### config.mk
export PLATFORM = sky130hd
export DESIGN_NAME = ex_stage
export DESIGN_NICKNAME = d
export VERILOG_FILES = /design/src/rtl/ex_stage.sv
export SDC_FILE = /design/constraint.sdc
export NUM_CORES = 1
export LEC_CHECK = 0
export BUFFER_PORTS_ARGS = -buffer_cell sky130_fd_sc_hd__buf_2
export CAP_MARGIN = 20
export CELL_PAD_IN_SITES_DETAIL_PLACEMENT = 1
export CELL_PAD_IN_SITES_GLOBAL_PLACEMENT = 2
export CORE_MARGIN = 1.5
export CORE_UTILIZATION = 31
export CTS_BUF_LIST = sky130_fd_sc_hd__clkbuf_8
export DETAILED_ROUTE_END_ITERATION = 8
export GPL_ROUTABILITY_DRIVEN = 0
export PLACE_DENSITY_LB_ADDON = 0.1
export SYNTH_ARGS = -nofsm -noshare
export SYNTH_HDL_FRONTEND = slang
export SYNTH_SLANG_ARGS = --single-unit
### constraint.sdc
create_clock -name clk -period 4.5 [get_ports clk]
set_input_delay 0.45 -clock clk [delete_from_list [all_inputs] [get_ports clk]]
set_output_delay 0.45 -clock clk [all_outputs]
set_load 0.01 [all_outputs]
### src/rtl/ex_stage.sv
// Execute stage: ID->EX pipeline register, ALU, HI/LO and data SRAM request.
// Define EX_DIV_EN to build the iterative divider; without it div/divu are no-ops on HI/LO.
module ex_stage (
  input  logic         clk,
  input  logic         rst,
  input  logic [5:0]   stall,
  output logic         stallreq_for_ex,
  input  logic [158:0] id_to_ex_bus,
  output logic [75:0]  ex_to_mem_bus,
  output logic         data_sram_en,
  output logic [3:0]   data_sram_wen,
  output logic [31:0]  data_sram_addr,
  output logic [31:0]  data_sram_wdata
);

  logic [158:0] id_q;
  logic [31:0]  hi_q, lo_q;

  always_ff @(posedge clk) begin
    if (!rst)                       id_q <= '0;
    else if (stall[2] && !stall[3]) id_q <= '0;
    else if (!stall[2])             id_q <= id_to_ex_bus;
  end

  logic [31:0] pc, inst, rs_val, rt_val;
  logic [11:0] alu_op;
  logic [2:0]  src1_sel;
  logic [3:0]  src2_sel, ram_wen;
  logic        ram_en, rf_we, sel_rf_res;
  logic [4:0]  rf_waddr;

  assign {pc, inst, alu_op, src1_sel, src2_sel, ram_en, ram_wen,
          rf_we, rf_waddr, sel_rf_res, rs_val, rt_val} = id_q;

  logic special, is_mfhi, is_mflo, is_mthi, is_mtlo;
  assign special = (inst[31:26] == 6'h00);
  assign is_mfhi = special && (inst[5:0] == 6'h10);
  assign is_mthi = special && (inst[5:0] == 6'h11);
  assign is_mflo = special && (inst[5:0] == 6'h12);
  assign is_mtlo = special && (inst[5:0] == 6'h13);

  logic unused_ok;
  assign unused_ok = ^{stall[5:4], stall[1:0], inst[25:16]};

  logic [31:0] src1, src2, alu_res, imm_s, imm_z;
  assign imm_s = {{16{inst[15]}}, inst[15:0]};
  assign imm_z = {16'b0, inst[15:0]};

  always_comb begin
    src1 = ({32{src1_sel[0]}} & rs_val)
         | ({32{src1_sel[1]}} & pc)
         | ({32{src1_sel[2]}} & {27'b0, inst[10:6]});
    src2 = ({32{src2_sel[0]}} & rt_val)
         | ({32{src2_sel[1]}} & imm_s)
         | ({32{src2_sel[2]}} & 32'd8)
         | ({32{src2_sel[3]}} & imm_z);
    alu_res = '0;
    if (alu_op[11]) alu_res = alu_res | (src1 + src2);
    if (alu_op[10]) alu_res = alu_res | (src1 - src2);
    if (alu_op[9])  alu_res = alu_res | {31'b0, $signed(src1) < $signed(src2)};
    if (alu_op[8])  alu_res = alu_res | {31'b0, src1 < src2};
    if (alu_op[7])  alu_res = alu_res | (src1 & src2);
    if (alu_op[6])  alu_res = alu_res | ~(src1 | src2);
    if (alu_op[5])  alu_res = alu_res | (src1 | src2);
    if (alu_op[4])  alu_res = alu_res | (src1 ^ src2);
    if (alu_op[3])  alu_res = alu_res | (src2 << src1[4:0]);
    if (alu_op[2])  alu_res = alu_res | (src2 >> src1[4:0]);
    if (alu_op[1])  alu_res = alu_res | 32'($signed(src2) >>> src1[4:0]);
    if (alu_op[0])  alu_res = alu_res | {src2[15:0], 16'b0};
  end

`ifdef EX_DIV_EN
  typedef enum logic [1:0] {DIV_IDLE, DIV_BUSY, DIV_DONE} div_state_e;
  div_state_e  state_q;
  logic [31:0] quo_q, rem_q, dvs_q;
  logic [4:0]  cnt_q;
  logic        quo_neg_q, rem_neg_q, dz_q;
  logic        is_div, is_sdiv;
  logic [32:0] rem_sh, diff;
  logic [31:0] quo_nx, rem_nx, quo_fix, rem_fix;

  assign is_sdiv = special && (inst[5:0] == 6'h1A);
  assign is_div  = is_sdiv || (special && (inst[5:0] == 6'h1B));

  // One restoring step: shift the next dividend bit into the partial remainder.
  always_comb begin
    rem_sh = {rem_q, quo_q[31]};
    diff   = rem_sh - {1'b0, dvs_q};
    if (!diff[32]) begin
      rem_nx = diff[31:0];
      quo_nx = {quo_q[30:0], 1'b1};
    end else begin
      rem_nx = rem_sh[31:0];
      quo_nx = {quo_q[30:0], 1'b0};
    end
    quo_fix = quo_neg_q ? -quo_nx : quo_nx;
    rem_fix = rem_neg_q ? -rem_nx : rem_nx;
  end

  always_ff @(posedge clk) begin
    if (!rst) begin
      state_q   <= DIV_IDLE;
      hi_q      <= '0;
      lo_q      <= '0;
      quo_q     <= '0;
      rem_q     <= '0;
      dvs_q     <= '0;
      cnt_q     <= '0;
      quo_neg_q <= 1'b0;
      rem_neg_q <= 1'b0;
      dz_q      <= 1'b0;
    end else begin
      if (is_mthi && !stall[3]) hi_q <= rs_val;
      if (is_mtlo && !stall[3]) lo_q <= rs_val;
      unique case (state_q)
        DIV_IDLE: if (is_div) begin
          state_q   <= DIV_BUSY;
          quo_q     <= (is_sdiv && rs_val[31]) ? -rs_val : rs_val;
          dvs_q     <= (is_sdiv && rt_val[31]) ? -rt_val : rt_val;
          rem_q     <= '0;
          cnt_q     <= '0;
          quo_neg_q <= is_sdiv && (rs_val[31] ^ rt_val[31]);
          rem_neg_q <= is_sdiv && rs_val[31];
          dz_q      <= (rt_val == 32'd0);
        end
        DIV_BUSY: begin
          quo_q <= quo_nx;
          rem_q <= rem_nx;
          cnt_q <= cnt_q + 5'd1;
          if (cnt_q == 5'd31) begin
            state_q <= DIV_DONE;
            hi_q    <= dz_q ? rs_val : rem_fix;
            lo_q    <= dz_q ? '1     : quo_fix;
          end
        end
        DIV_DONE: if (!stall[2]) state_q <= DIV_IDLE;
        default:  state_q <= DIV_IDLE;
      endcase
    end
  end

  assign stallreq_for_ex = ((state_q == DIV_IDLE) && is_div) || (state_q == DIV_BUSY);
`else
  always_ff @(posedge clk) begin
    if (!rst) begin
      hi_q <= '0;
      lo_q <= '0;
    end else begin
      if (is_mthi && !stall[3]) hi_q <= rs_val;
      if (is_mtlo && !stall[3]) lo_q <= rs_val;
    end
  end

  assign stallreq_for_ex = 1'b0;
`endif

  logic [31:0] ex_result;
  logic        rf_we_o, ram_en_o;
  logic [3:0]  ram_wen_o;
  logic [4:0]  rf_waddr_o;

  assign ex_result  = is_mfhi ? hi_q : (is_mflo ? lo_q : alu_res);
  assign rf_we_o    = (rf_we || is_mfhi || is_mflo) && !stallreq_for_ex;
  assign rf_waddr_o = (is_mfhi || is_mflo) ? inst[15:11] : rf_waddr;
  assign ram_en_o   = ram_en && !stallreq_for_ex;
  assign ram_wen_o  = stallreq_for_ex ? 4'b0 : ram_wen;

  assign ex_to_mem_bus   = {pc, ram_en_o, ram_wen_o, sel_rf_res, rf_we_o, rf_waddr_o, ex_result};
  assign data_sram_en    = ram_en_o;
  assign data_sram_wen   = ram_wen_o;
  assign data_sram_addr  = ex_result;
  assign data_sram_wdata = rt_val;

endmodule
**Word-level counts from Yosys, hierarchy flattened**

Cells that the tools add are included.

- Magnitude comparators: 2
- Eq/ne operators: 4
- Reductions and logical operators: 13
- Bitwise operators: 27
- Shifts and indexed selects: 3
- Add/sub/neg operators: 2
- Muxes and demuxes: 15

Operator list:

| operator | number |
|---|---|
| 32-bit two-way mux | 14 |
| 32-bit OR | 14 |
| 32-bit AND | 5 |
| 32-bit less-than comparator | 2 |
| 32-bit by 1-bit OR with 32-bit output | 2 |
| 32-bit adder | 1 |
| 32-bit by 16-bit AND with 32-bit output | 1 |
| 32-bit by 5-bit AND with 32-bit output | 1 |
| 32-bit NOT | 1 |
| 32-bit by 4-bit OR with 32-bit output | 1 |
| 32-bit by 5-bit << shifter with 32-bit output | 1 |
| 32-bit by 5-bit >> shifter with 32-bit output | 1 |
| 32-bit by 5-bit >>> shifter with 32-bit output | 1 |
| 32-bit subtractor | 1 |
| 32-bit bitwise XOR | 1 |
| 6-bit by 5-bit equality test with 1-bit output, second input constant | 4 |
| 1-bit logical AND | 7 |
| 6-bit logical NOT | 1 |
| 5-bit two-way mux | 1 |
| 1-bit logical OR | 3 |
| 2-bit OR reduction | 1 |
| 1-bit logical NOT | 1 |
| 1-bit NOT | 1 |

- Output and inout bits: 146
- Register bits after elaboration: 223
- Bits of input ports: 167
- Word-level logic and storage cells: 69

**Longest topological paths before layout**

Gate-level depths: netlist (run 1).

- Depth in word-level cells: 30
- Mapped depth: 20
- Gate-level depth less buffers: 15

**Worst setup path after synthesis (run 1)**

Ideal clock, no wire load.

- Path kind: register -> output
- Start: reg id_q[82]
- End: out ex_to_mem_bus[30]
- Stages on the path, launching flop included: 19
- Setup slack: -505 ps
- Required time: 4050 ps
- Buffers on the path: 6
- Arrival: 4555 ps
- Path through: dfxtp_1 -> a22oi_1 -> and2_1 -> clkbuf_1 -> clkbuf_1 -> clkbuf_1 -> buf_1 -> ha_1 -> clkbuf_1 -> a211o_1 -> nor3b_1 -> nor4_1 -> o31a_1 -> nor4_1 -> o21ai_0 -> a211oi_1 -> o21ai_0 -> a31oi_1 -> buf_4

- Cells in the longest elaborated chain, start to end: 28
- Elaborated cells between the ends (all ways): 36
- Those cells by class: 2 x add/sub; 3 x shift; 14 x mux; 17 x bitwise

RTL lines:

| item | line | text |
|---|---|---|
| from (decl) | 16 | `logic [158:0] id_q;` |
| from (signal assigned) | 22 | `else if (!stall[2]) id_q <= id_to_ex_bus;` |
| 32-bit by 5-bit AND with 32-bit output (*) | 52 | `\| ({32{src1_sel[2]}} & {27'b0, inst[10:6]});` |
| 32-bit OR (*) | 52 |  |
| 32-bit adder | 58 | `if (alu_op[11]) alu_res = alu_res \| (src1 + src2);` |
| 32-bit two-way mux | 58 |  |
| 32-bit OR | 59 | `if (alu_op[10]) alu_res = alu_res \| (src1 - src2);` |
| 32-bit two-way mux | 59 |  |
| 32-bit by 1-bit OR with 32-bit output | 60 | `if (alu_op[9]) alu_res = alu_res \| {31'b0, $signed(src1) < $signed(src2)};` |
| 32-bit two-way mux | 60 |  |
| [... 11 more ...] | -- |  |
| 32-bit two-way mux | 66 | `if (alu_op[3]) alu_res = alu_res \| (src2 << src1[4:0]);` |
| 32-bit OR | 67 | `if (alu_op[2]) alu_res = alu_res \| (src2 >> src1[4:0]);` |
| 32-bit two-way mux | 67 |  |
| 32-bit OR | 68 | `if (alu_op[1]) alu_res = alu_res \| 32'($signed(src2) >>> src1[4:0]);` |
| 32-bit two-way mux (*) | 68 |  |
| 32-bit OR | 69 | `if (alu_op[0]) alu_res = alu_res \| {src2[15:0], 16'b0};` |
| 32-bit two-way mux (*) | 69 |  |
| 32-bit two-way mux (*) (2 in a row) | 162 | `assign ex_result = is_mfhi ? hi_q : (is_mflo ? lo_q : alu_res);` |
| to (decl) | 9 | `output logic [75:0] ex_to_mem_bus,` |

Mark *: on every way between the ends. The rest lies on a longest branch, timed or not.

**Worst setup path after layout (run 1)**

- Start: reg id_q[79]
- End: out data_sram_addr[15]

- Cells in the longest elaborated chain, start to end: 28
- Elaborated cells between the ends (all ways): 36
- Those cells by class: 2 x add/sub; 3 x shift; 14 x mux; 17 x bitwise

RTL lines:

| item | line | text |
|---|---|---|
| 32-bit by 16-bit AND with 32-bit output (*) | 56 | `\| ({32{src2_sel[3]}} & imm_z);` |
| 32-bit OR (*) | 56 |  |
| 32-bit adder | 58 |  |
| 32-bit two-way mux | 58 |  |
| 32-bit OR | 59 |  |
| 32-bit two-way mux | 59 |  |
| 32-bit by 1-bit OR with 32-bit output | 60 |  |
| 32-bit two-way mux | 60 |  |
| [... 11 more ...] | -- |  |
| 32-bit two-way mux | 66 |  |
| 32-bit OR | 67 |  |
| 32-bit two-way mux | 67 |  |
| 32-bit OR | 68 |  |
| 32-bit two-way mux (*) | 68 |  |
| 32-bit OR | 69 |  |
| 32-bit two-way mux (*) | 69 |  |
| 32-bit two-way mux (*) (2 in a row) | 162 |  |
| to (decl) | 12 | `output logic [31:0] data_sram_addr,` |

Marked as above.

==> results of run 1 <==
## worst max-delay path, delay by kind of cell, from the launching register on
family | cells | cell delay [ns]
AO/OA/AOI/OAI | 4 | 1.00
multiplexers | 4 | 0.97
flip-flops | 1 | 0.36
buffers and inverters | 7 | 1.11
AND/OR/NAND/NOR | 1 | 0.28
## cells by family after synthesis
| kind of cell | count (synthesis) | share of synthesized area (%) |
|---|---|---|
| and+or+nand+nor | 801 | 18.0 |
| muxes | 299 | 15.8 |
| xor gates and xnor gates | 39 | 1.78 |
| AOI/OAI and AO/OA | 684 | 25.3 |
| adders and majority gates | 102 | 6.66 |
| buffers and inverters | 404 | 10.2 |
| other | 1 | 0.0196 |
| DFF | 213 | 22.3 |
## registers in the layout, indices dropped and copies added (netlist names)
| signal | flops |
|---|---|
| id_q | 149 |
| hi_q | 32 |
| lo_q | 32 |
## per-stage QoR
step	hold slack, ns	setup WS (ns)	utilization, %	area (um2)	power, mW
after floorplan	0.440	0.000564	-	19200	3.10
after global placement	0.452	-0.0564	36.9	22400	3.82
after detailed placement	0.462	-0.0638	36.9	22400	3.84
after CTS	0.000327	-0.282	40.5	24600	6.06
after global routing	0.0246	-0.469	41.8	25400	6.43
final	0.0512	-0.290	41.8	25400	6.14
## area by class of cell
| type | instances | area [um2] | area share (%) |
|---|---|---|---|
| Timing Repair Buffer | 656 | 4620 | 18.2 |
| Antenna cell | 1 | 2.50 | 0.00987 |
| Sequential cell | 213 | 4280 | 16.9 |
| Tap cell | 782 | 978 | 3.86 |
| Multi-Input combinational cell | 1926 | 14300 | 56.3 |
| Clock buffer | 50 | 688 | 2.71 |
| Inverter | 101 | 395 | 1.56 |
| Clock inverter | 17 | 111 | 0.439 |
## cells in the mapped netlist (all sizes together), types with 24 or more instances
library cell | count | share of area, %
a21oi | 117 | 3.1
nor2 | 263 | 5.2
o21ai | 121 | 3.2
mux2 | 24 | 1.4
a21boi | 69 | 2.7
nand3 | 57 | 1.5
xnor2 | 33 | 1.5
inv | 97 | 1.9
clkbuf | 138 | 2.7
nor3 | 43 | 1.1
ha | 102 | 6.7
a211oi | 26 | 1.0
a21o | 31 | 1.2
o211ai | 28 | 1.1
mux2i | 275 | 14
a22o | 43 | 2.0
dfxtp | 213 | 22
a22oi | 43 | 1.8
a221oi | 34 | 1.6
buf | 165 | 5.5
nand2 | 329 | 6.5
## worst paths after layout
kind | to | slack [ns] | from | cells past startpoint
max | data_sram_addr[15] | -0.29 | id_q[79]$_SDFFE_PP0N_ | 16
min | id_q[146]$_SDFFE_PP0N_ | 0.05 | id_to_ex_bus[146] | 3
max reg2reg | hi_q[19]$_SDFFE_PN0P_ | 1.71 | id_q[123]$_SDFFE_PP0N_ | 7
min reg2reg | lo_q[22]$_SDFFE_PN0P_ | 0.47 | lo_q[22]$_SDFFE_PN0P_ | 2
## power by group
part           internal, mW  total, mW  switching (mW)
Sequential             1.96       2.04          0.0864
Combinational         0.950       2.14            1.19
Clock                  1.06       1.95           0.894
Total                  3.96       6.14            2.17
## per-layer routing
layer  routed length (um)  part of all wire [%]
met1                45200                    45
met2                44500                    44
met3                 6270                   6.2
met4                 5460                   5.4
met5                    0                     0
## what timing repair did
item | in CTS | in global routing
resized for setup | 220 | 124
hold buffers | 16 | 0
setup endpoints to repair | 64 | 64
gates cloned | 2 | 0
pin swaps | 75 | 53
buffers inserted | 31 | 20
endpoints found under the hold margin | 16 | 0
==> impl_metrics.py, run 1 <==
metrics = {
    "yosys": {
        "post_synth_num_cell_types": 80,
        "mappedNetlistArea_um2": 19200,
        "average_footprint_of_a_synthesized_cell_um2": 7.53,
        "syn-instance-count": 2543,
        "synth_warnings": 0,
        "synth_nets": 2812,
        "synth-edff-count": 0,
        "synthesized_flop_and_latch_total": 213,
        "synth_flop_cell": "dfxtp_1",
        "async_reset_ff_share_pct": 0,
        "sequential_share_of_the_synthesized_area_pct": 22.3,
    },
    "cells_and_area": {
        "finish.cell_count_without_fillers": 3746,
        "layout-area-overhead-vs-synth_pct": 32.3,
        "final_nets": 3208,
        "layout_common_cells": "nand2_1, buf_4, buf_2",
        "filler_cell_count": 7332,
        "most_common_cell_after_layout_fill_and_taps_aside": "nand2_1",
        "post_route_cells_drive_above_1_share_pct": 32.3,
    },
    "grt": {
        "track_usage_pct": 31.2,
        "grt.met3_usage_pct": 4.33,
        "grt_first_pass_wirelength_um": 147000,
        "global_route.usage.met1_pct": 42.6,
        "grt_antenna_before_repair": 2,
        "busiest_layer": "met2",
        "globalRouteOverflowTotal": 0,
        "grt_start_max_net_pins": 119,
        "grt_use_met2_pct": 47.8,
        "first_global_vias": 21510,
    },
    "die": {
        "design.core.area_um2": 60700,
        "floorplan.die_area_um2": 63300,
        "start_util_pct": 31.6,
        "num_io_pins": 313,
        "floorplan.rows": 90,
        "width_of_the_chip_um": 252,
        "chipHeight_um": 252,
    },
    "pwr": {
        "power_leakage_nw": 11.7,
        "ir_worst_vdd_mv": 0.166,
        "p_per_area_nw_per_um2": 242,
    },
    "sta": {
        "max_slew_margin_pct": 31.8,
        "timing.clock.skew_ns": 0.0585,
        "slew_viol_final": 0,
        "min_period_ns": 4.79,
        "tightest_slew_ns": 1.02,
        "final.period_utilization_pct": 106,
        "finalSetupTns_ns": -6.41,
        "setup_viol": 36,
        "rsz0062_at_grt": "yes",
        "setup_slack_ns": -0.290,
        "timing.fmax_mhz": 209,
        "hold_viol": 0,
    },
    "detailed_routing": {
        "final_antenna_net_count": 0,
        "vias": 21470,
        "post_drt_via_cell_ratio": 5.73,
        "drt-initial-drc-count": 1776,
        "detail_routed_net_length_per_standard_cell_um": 27.1,
        "drc_errors": 0,
        "total_length_of_routed_wires_um": 101000,
        "detailed_router_iteration_count_before_antenna_repair": 6,
    },
    "worst_setup_path": {
        "crit_path_max_fanout": 5,
        "crit_path_launch_type": "register",
        "timing.critical_path.slowest_cell_delay_ns": 0.41,
        "crit_required_ns": 4.05,
        "standard_cell_with_the_maximum_stage_delay_on_the_critical_path": "a2111oi_4",
        "timing.critical_path.cells": "or2_4 -> buf_6 -> a22oi_2 -> buf_6 -> buf_12 -> inv_1 -> mux2i_1 -> mux2i_1 -> mux2_2 -> mux2_2 -> a2111oi_4 -> buf_4 -> o211ai_1 -> buf_4 -> a22o_4 -> buf_2",
        "worst_ep_arrival_ns": 4.34,
        "critical_path_class": "register to output pin",
        "setup.worst_path.end_class": "output pin",
    },
    "clock_tree": {
        "clock_tree_from_tritoncts": "built",
        "h-tree-depth": 2,
        "cts_root_buf": "clkbuf_8",
        "cts-buffers-inserted": 41,
        "clk_pin_slew_worst_paths_ns": 0.06,
        "clkSinkCount": 213,
        "clk_path_buf_depth": 3,
        "clock_network_latency_to_the_later_pin_of_the_worst_skew_pair_ns": 0.64,
    },
    "placement": {
        "port_buffers": 297,
        "dp.final_hpwl_um": 78000,
        "dp_cells": 3614,
    },
    "outcome": {
        "violations": "negative setup slack",
        "outcome": "complete, but fails checks",
    },
    "hold_path": {
        "hp-class": "input port to register",
    },
    "flow_run": {
        "cap_viol_max_count": 0,
    },
}
(Power assumes the default switching activity.)
==> run 2: changes to the inputs <==
ABC_AREA = 1   (was default)
CORE_MARGIN = 4   (was 1.5)
CORE_UTILIZATION = 28   (was 31)
==> run 2 against run 1 <==
  * The run now ends clean
  * Critical path depth rose by 6
  * Die area is 18% higher
  * Maximum frequency is 9.3% higher
  * Sequential power barely moved
  * Worst hold slack better by 0.098 ns
  * Via count increased by 12%
  * Clock skew shrank 0.037 ns
  * Sequential cell count unchanged
==> impl_metrics.py, run 2 <==
metrics = {
    "sta": {
        "timing.fmax_mhz": 228,
        "final.period_utilization_pct": 97.4,
        "min_period_ns": 4.38,
        "slew_viol_final": 0,
        "timing.clock.skew_ns": 0.0218,
        "setup_slack_ns": 0.116,
        "rsz0062_at_grt": "yes",
        "max_slew_margin_pct": 41.0,
        "setup_viol": 0,
        "finalSetupTns_ns": 0,
        "hold_viol": 0,
        "tightest_slew_ns": 0.885,
    },
    "yosys": {
        "synth_nets": 3661,
        "synthMostInstantiatedCell": "nand2_1",
        "synth_flop_cell": "dfxtp_1",
        "syn-instance-count": 3392,
        "synth_warnings": 0,
        "synth_area_leaders": "dfxtp_1, nand2_1, nand3_1, a21oi_1, ha_1",
        "synth_fa_ha_area_share_pct": 6.50,
        "mappedNetlistArea_um2": 19600,
        "xor_xnor_share_of_the_synthesized_area_pct": 0.134,
        "synth-edff-count": 0,
        "async_reset_ff_share_pct": 0,
        "post_synth_and_or_nand_nor_area_fraction_pct": 38.4,
        "main_combinational_cell_family_by_area_after_synthesis": "simple AND/OR/NAND/NOR gates",
        "synth.top_cells.by_count": "nand2_1, nand3_1, a21oi_1, inv_1, dfxtp_1",
        "post-synth-top-area-cell": "dfxtp_1",
        "yosys.area.top_type_share_pct": 21.7,
        "average_footprint_of_a_synthesized_cell_um2": 5.79,
        "post_synth_num_cell_types": 59,
        "fraction_of_the_mapped_netlist_area_in_compound_gates_pct": 18.8,
        "synthesized_flop_and_latch_total": 213,
        "muxShareOfSynthArea_pct": 0.0510,
        "sequential_share_of_the_synthesized_area_pct": 21.7,
    },
    "clock_tree": {
        "clk_pin_slew_worst_paths_ns": 0.06,
        "clk_path_buf_depth": 3,
        "h-tree-depth": 2,
        "clkSinkCount": 213,
        "clock_tree_from_tritoncts": "built",
        "cts_root_buf": "clkbuf_8",
        "cts-buffers-inserted": 37,
        "clock_network_latency_to_the_later_pin_of_the_worst_skew_pair_ns": 0.55,
        "ctsHoldBuffers": 0,
    },
    "detailed_routing": {
        "drt-initial-drc-count": 1952,
        "drc_errors": 0,
        "vias": 23985,
        "detail_routed_net_length_per_standard_cell_um": 24.5,
        "detailed_router_iteration_count_before_antenna_repair": 5,
        "total_length_of_routed_wires_um": 111000,
        "post_drt_via_cell_ratio": 5.28,
        "final_antenna_net_count": 0,
    },
    "worst_setup_path": {
        "crit_path_max_fanout": 7,
        "timing.rr.end": "lo_q[8]$_SDFFE_PN0P_",
        "worst_flop_to_flop_path_startpoint": "id_q[123]$_SDFFE_PP0N_",
        "timing.critical_path.to": "ex_to_mem_bus[28]",
        "worst_ep_arrival_ns": 3.93,
        "critical_path_class": "register to output pin",
        "crit_required_ns": 4.05,
        "crit_path_start": "id_q[77]$_SDFFE_PP0N_",
        "setup.worst_path.end_class": "output pin",
        "crit_path_launch_type": "register",
        "timing.critical_path.slowest_cell_delay_ns": 0.42,
        "standard_cell_with_the_maximum_stage_delay_on_the_critical_path": "dfxtp_4",
        "timing.critical_path.cells": "inv_1 -> nand2_2 -> nand2_1 -> nand2_1 -> inv_1 -> ha_1 -> buf_4 -> clkinvlp_4 -> a21oi_4 -> nand2_2 -> nand3_1 -> nand2_2 -> nand2_1 -> nand2_1 -> nand2_1 -> nand2_1 -> nand2_1 -> nand3_1 -> nand2_4 -> nand2_1 -> nand2_1 -> buf_2",
        "setup.reg_to_reg.worst_slack_ns": 2.32,
        "reg2regPathDepth": 7,
        "critical_path.most_common_cell": "nand2_1",
    },
    "cells_and_area": {
        "most_common_cell_after_layout_fill_and_taps_aside": "nand2_1",
        "filler_cell_count": 9279,
        "layout-area-overhead-vs-synth_pct": 17.5,
        "layout.core_utilization_pct": 33.4,
        "largest_register": "id_q",
        "post_route_cells_drive_above_1_share_pct": 18.1,
        "largestRegisters": "id_q (149), hi_q (32), lo_q (32)",
        "largest_reg_flops": 149,
        "final_nets": 3855,
        "final_design_area_no_fill_um2": 23100,
        "layout_common_cells": "nand2_1, nand3_1, a21oi_1",
    },
    "die": {
        "floorplan.rows": 96,
        "num_io_pins": 313,
        "start_util_pct": 28.4,
        "floorplan.die_area_um2": 74500,
        "width_of_the_chip_um": 273,
        "design.core.area_um2": 69100,
        "chipHeight_um": 273,
    },
    "flow_run": {
        "cap_viol_max_count": 0,
    },
    "grt": {
        "grt_antenna_before_repair": 12,
        "globalRouteOverflowTotal": 0,
        "track_usage_pct": 28.6,
        "first_global_vias": 24049,
        "grt_first_pass_wirelength_um": 160000,
        "grt_start_max_net_pins": 150,
    },
    "pwr": {
        "p_per_area_nw_per_um2": 243,
        "pwr-share-seq_pct": 35.9,
        "internal_power_mw": 3.45,
        "switching_power_mw": 2.15,
        "comb_power_share_pct": 32.4,
        "clock_power_share_pct": 31.8,
        "switching_share_pct": 38.3,
        "power_leakage_nw": 10.8,
        "ir_worst_vdd_mv": 0.223,
    },
    "placement": {
        "place_area_um2": 21800,
        "dp.final_hpwl_um": 90000,
        "dp_worst_setup_slack_ns": 0.343,
        "port_buffers": 297,
    },
    "outcome": {
        "outcome": "complete, no violations",
    },
    "hold_path": {
        "hp-class": "input port to register",
    },
}
==> run 2: cell types whose count changed after synthesis, moves of 33 or more <==
cell      change
mux2i_1     -274
inv_1       +212
o21ai_0      +47
a21boi_0     -65
a22oi_1      -39
nand2_1     +745
xnor2_1      -33
nor2_1       -62
a22o_1       -42
a21oi_1     +218
nand3_1     +346
==> run 2: power by group through the flow <==
stage                     Sequential [mW]  Clock (mW)  Combinational [mW]
after detailed placement             2.05           0                1.74
after global routing                 2.02        1.92                1.96
after floorplan                      2.02           0                1.05
after global placement               2.05           0                1.72
after CTS                            2.01        1.85                1.76
final                                2.01        1.78                1.81
==> run 2: stage by stage <==
stage	hold slack (ns)	power, mW	cells
2_1_floorplan	0.440	3.07	3392
3_3_place_gp	0.449	3.77	4469
3_5_place_dp	0.456	3.79	4469
4_1_cts	0.0946	5.61	4529
5_1_grt	0.125	5.90	4542
6_report	0.149	5.60	4544
==> run 2: layer usage <==
layer | global-route usage, % | up-vias | share of wire (%)
met2 | 44.9 | 804 | 44
met1 | 38.2 | 11541 | 44
met4 | 13.3 | 14 | 5.5
li1 | - | 11399 | -
met5 | 0 | - | 0.075
met3 | 5.14 | 227 | 6.5
==> run 2: logic make-up (layout without fill, tap and decap cells) <==
logic type | Yosys count | count (layout)
AND/OR/NAND/NOR | 1787 | 1787
AO/OA/AOI/OAI | 668 | 668
buffers and inverters | 617 | 832
flip-flops | 213 | 213
adder cells (fa/ha/maj) | 102 | 102
XOR/XNOR | 3 | 3
other | 1 | 7
multiplexers | 1 | 1
==> run 2: worst min-delay path by stage <==
stage	to	startpoint	cells past startpoint	slack [ns]
after floorplan	id_q[124]$_SDFFE_PP0N_	id_q[124]$_SDFFE_PP0N_	2	0.44
after global placement	id_q[123]$_SDFFE_PP0N_	id_q[123]$_SDFFE_PP0N_	2	0.45
after detailed placement	id_q[122]$_SDFFE_PP0N_	id_q[122]$_SDFFE_PP0N_	2	0.46
after CTS	id_q[151]$_SDFFE_PP0N_	id_to_ex_bus[151]	3	0.09
after global routing	id_q[49]$_SDFFE_PP0N_	id_to_ex_bus[49]	3	0.12
final	id_q[151]$_SDFFE_PP0N_	id_to_ex_bus[151]	3	0.15
==> run 2: worst max-delay path, delay by kind of cell, from the launching register on <==
| kind | cells | cell delay, ns |
|---|---|---|
| AOI/OAI and AO/OA | 1 | 0.20 |
| adders and majority gates | 1 | 0.32 |
| buffers and inverters | 5 | 0.68 |
| DFF | 1 | 0.42 |
| and+or+nand+nor | 15 | 1.75 |
==> run 2: area by class of cell <==
class	instances	area, um2	share of cell area, %
inverters	333	1270	5.48
well taps	931	1160	5.04
flip-flops and latches	213	4270	18.5
diodes	6	15.0	0.0650
clock buffers	45	619	2.68
multi-input cells	2562	13000	56.3
clock inverters	15	92.6	0.401
repair buffers	439	2670	11.6
==> run 2: repair_timing <==
item                       CTS  global route
buffers inserted             0             9
pin swaps                    0             8
setup endpoints to repair   40            52
resized for setup           28            93
